File: src/rtl/full_adder.sv
`default_nettype none
// +----------------------------------------------------------------------------+
// | Module   : full_adder                                                      |
// | Brief    : Registered WIDTH-bit ripple-carry full adder with signed        |
// |            overflow and valid tracking; 1-cycle latency.                   |
// | Revision : 1.0                                                             |
// +----------------------------------------------------------------------------+
module full_adder #(
  parameter int WIDTH = 1
) (
  input  logic             clk,
  input  logic             reset,
  input  logic             in_valid,
  input  logic [WIDTH-1:0] a,
  input  logic [WIDTH-1:0] b,
  input  logic             carry_in,
  output logic [WIDTH-1:0] sum,
  output logic             carry_out,
  output logic             overflow,
  output logic             out_valid
);

  logic [WIDTH:0]   w_c;
  logic [WIDTH-1:0] w_s;

  assign w_c[0] = carry_in;

  generate
    for (genvar i = 0; i < WIDTH; i++) begin : g_cell
      assign w_s[i]   = a[i] ^ b[i] ^ w_c[i];
      assign w_c[i+1] = (a[i] & b[i]) | (a[i] & w_c[i]) | (b[i] & w_c[i]);
    end
  endgenerate

  // Result registers hold on idle cycles; only out_valid tracks in_valid.
  always_ff @(posedge clk) begin
    if (reset) begin
      sum       <= '0;
      carry_out <= 1'b0;
      overflow  <= 1'b0;
      out_valid <= 1'b0;
    end else begin
      out_valid <= in_valid;
      if (in_valid) begin
        sum       <= w_s;
        carry_out <= w_c[WIDTH];
        overflow  <= w_c[WIDTH] ^ w_c[WIDTH-1];
      end
    end
  end

endmodule
`default_nettype wire

File: config.mk
export PLATFORM = sky130hd
export DESIGN_NAME = full_adder
export DESIGN_NICKNAME = d
export VERILOG_FILES = /design/src/rtl/full_adder.sv
export SDC_FILE = /design/constraint.sdc
export NUM_CORES = 1
export LEC_CHECK = 0
export ABC_AREA = 1
export CORE_AREA = 5 5 42 44
export DETAILED_ROUTE_END_ITERATION = 8
export DIE_AREA = 0 0 47 49
export GPL_TIMING_DRIVEN = 0
export MAX_ROUTING_LAYER = met4
export PLACE_DENSITY = 0.41
export SYNTH_ARGS = -nofsm -noshare
export SYNTH_HDL_FRONTEND = slang
export SYNTH_SLANG_ARGS = --single-unit
File: constraint.sdc
create_clock -name clk -period 1.3 [get_ports clk]
set_input_delay 0.26 -clock clk [delete_from_list [all_inputs] [get_ports clk]]
set_output_delay 0.26 -clock clk [all_outputs]
set_load 0.01 [all_outputs]
==> summary.md <==
| Metric | Value |
|---|---|
| Worst slack at placement | -207 ps |
| Max-slew headroom | 87.1% |
| Die area | 2300 sq um |
| Remaining DRCs | 0 |
| Sequential area share after synthesis | 47.1% |
| Initial DRT Pass Iterations | 1 |
| Die H | 49 um |
| CP max FO | 2 |
| Hpwl dp | 312 um |
| FF-to-FF Start | overflow |
| Num CTS Buffers | 3 |
| Layout Utilization | 22.2% |
| Final Max Tran Viols | 0 |
| Max_cap viols | 0 |
| Internal power | 0.000267 W |
| Hold Path Class | input port to register |
| GRT overflow | 0 |
| RSZ-0062 raised after global routing | no |
| Maximum vdd drop | 608 uV |
| Most frequent cell after synthesis | nand2_1 |
| Period utilization | 83.0% |
| Post-synth top area cell | dfxtp_1 |
| Global-route wire length before repair | 752 um |
| Largest net degree at the start of global routing | 6 |
| Worst-Margin Slew | 193 ps |
| Vias | 180 |
| Mapped Cells | 22 |
| Async set or reset register ratio after synthesis | 0% |
| CTS tree | yes |
| Post-synthesis cell type count | 8 |
| Port bufs | 9 |
| GRT Resource Usage Total | 5.20% |
| Hold Crit Start | carry_in |
| Reg power frac | 38.9% |
| RePlAce Congestion | 0.561 |
| Clk Latency, worst-skew pair | 230 ps |
| Synth top area cells | dfxtp_1, nand2_1, fa_1 |
| Post-CTS setup buffers | 0 |
| Post-DRT Antenna Nets | 0 |
| Final wirelength | 397 um |
| Leak Pwr | 0.176 nW |
| Logic pwr share | 17.1% |
| Final net count | 43 |
| Switching Share | 23.4% |
| Clk_skew | 0 ps |
| Setup CP Type | register to output pin |
| Yosys reg bits | 4 |
| Final hold viol count | 0 |
| Syn avg cell area | 7.73 sq um |
| CP max stage delay | 320 ps |
| Initial antenna violation count | 0 |
| Vias in the first global route | 178 |
| PwrDens | 1120 nW/um^2 |
| Mapped cell area | 170 sq um |
| Clk sink count | 4 |
| Cell family with most CP delay | flip-flops |
| Clk pwr share | 44.1% |
| CORE AREA | 1400 sq um |
| IO Count | 10 |
| Setup total negative slack | 0 ps |
| Initial core utilization | 12.1% |
| Die X | 47 um |
| Most frequent cells after synthesis | nand2_1, dfxtp_1, inv_1 |
| Share of cells above drive strength 1 | 17.6% |
| YS warnings | 0 |
| Worst path bufs/invs | 1 |
| Endpoint class of the critical path | output pin |
| Syn nets | 29 |
| CTS H-tree depth | 1 |
| N_diodes | 0 |
| Fin crit period | 1080 ps |
| Via density | 3.60 |
| Routed wire per std cell | 7.94 um |
| Required time of the worst setup path | 1040 ps |
| Critical path origin | overflow |
| Setup ws final | 221 ps |
| Post-synth EDFFs | 0 |
| Area Growth Syn to Fin | 83.1% |
| CTS Buffer Depth | 2 |
| Critical-path top delay cell | dfxtp_1 |
| Run status | completed |
| Hold-fix buffers, CTS | 0 |
| Fmax achieved | 0.927 GHz |
| Psw | 0.0000813 W |
| Synth top area share | 47.1% |
| Endpoints failing setup | 0 |
| Critical Path AT | 820 ps |
| FP Rows | 14 |
| CP Launch Type | register |
| Synth Flop Type | dfxtp_1 |
| Worst-path clk slew | 40 ps |
| Initial DRC count | 0 |
| Root Buffer | clkbuf_4 |
| Worst-path cell chain | dlygate4sd2_1 |
-- stage by stage --
| step | hold WS, ps | power, W | cell area [sq um] | instances |
|---|---|---|---|---|
| after floorplan | 329 | 0.000162 | 170 | 22 |
| after global placement | 452 | 0.000202 | 280 | 47 |
| after detailed placement | 461 | 0.000202 | 280 | 47 |
| after CTS | 466 | 0.000358 | 298 | 50 |
| after global routing | 476 | 0.000383 | 312 | 50 |
| final | 428 | 0.000348 | 312 | 50 |
-- power by group through the flow --
stage	logic, W	clock network [W]	registers, W
6_report	0.0000594	0.000153	0.000135
5_1_grt	0.0000697	0.000176	0.000137
4_1_cts	0.0000595	0.000163	0.000135
3_5_place_dp	0.0000647	0	0.000138
3_3_place_gp	0.0000647	0	0.000138
2_1_floorplan	0.0000200	0	0.000142
-- path summary, 6_finish.rpt --
path	slack [ps]	cells after the start	endpoint
max	220	1	overflow
min	430	5	overflow
max reg2reg	630	4	overflow
min reg2reg	460	2	carry_out
-- cells by family (layout without fill, tap and decap cells) --
family | after synthesis | after routing | share of synthesized area (%)
AND/OR/NAND/NOR | 11 | 11 | 26.5
adder cells (fa/ha/maj) | 1 | 1 | 11.8
AO/OA/AOI/OAI | 2 | 2 | 5.88
buffers and inverters | 4 | 16 | 8.82
flip-flops | 4 | 4 | 47.1
-- cell usage in the layout, fill, tap and decap left out --
master           count
fa_2                 1
nor2_2               1
a21oi_2              1
clkdlybuf4s50_1      2
dlymetal6s2s_1       3
nand2_1              7
nor2_1               2
a21oi_1              1
dfxtp_1              4
nand3_1              1
dlygate4sd2_1        4
inv_1                4
clkbuf_4             3
-- per-layer routing --
metal	vias up	share of wire, %	global-route usage [%]
met1	82	46	6.59
met5	-	0	-
li1	91	-	-
met2	7	43	4.75
met3	0	11	7.75
met4	0	0	0
-- cell type report --
cell class	count	area [sq um]
clock buffer	3	22.5
fill	171	1090
inverter	4	15.0
multi-input combinational	14	81.3
sequential	4	80.1
tap	16	20.0
timing repair buffer	9	92.6
-- sequential cells by signal (all words and copies together), names as in the netlist --
register	count
overflow	1
out_valid	1
sum	1
carry_out	1
-- repair_timing --
item | CTS | global route
setup endpoints to repair | 4 | 2
hold endpoints to repair | 0 | 0
gates resized for setup | 4 | 5
Power figures use the tool's default switching activity.
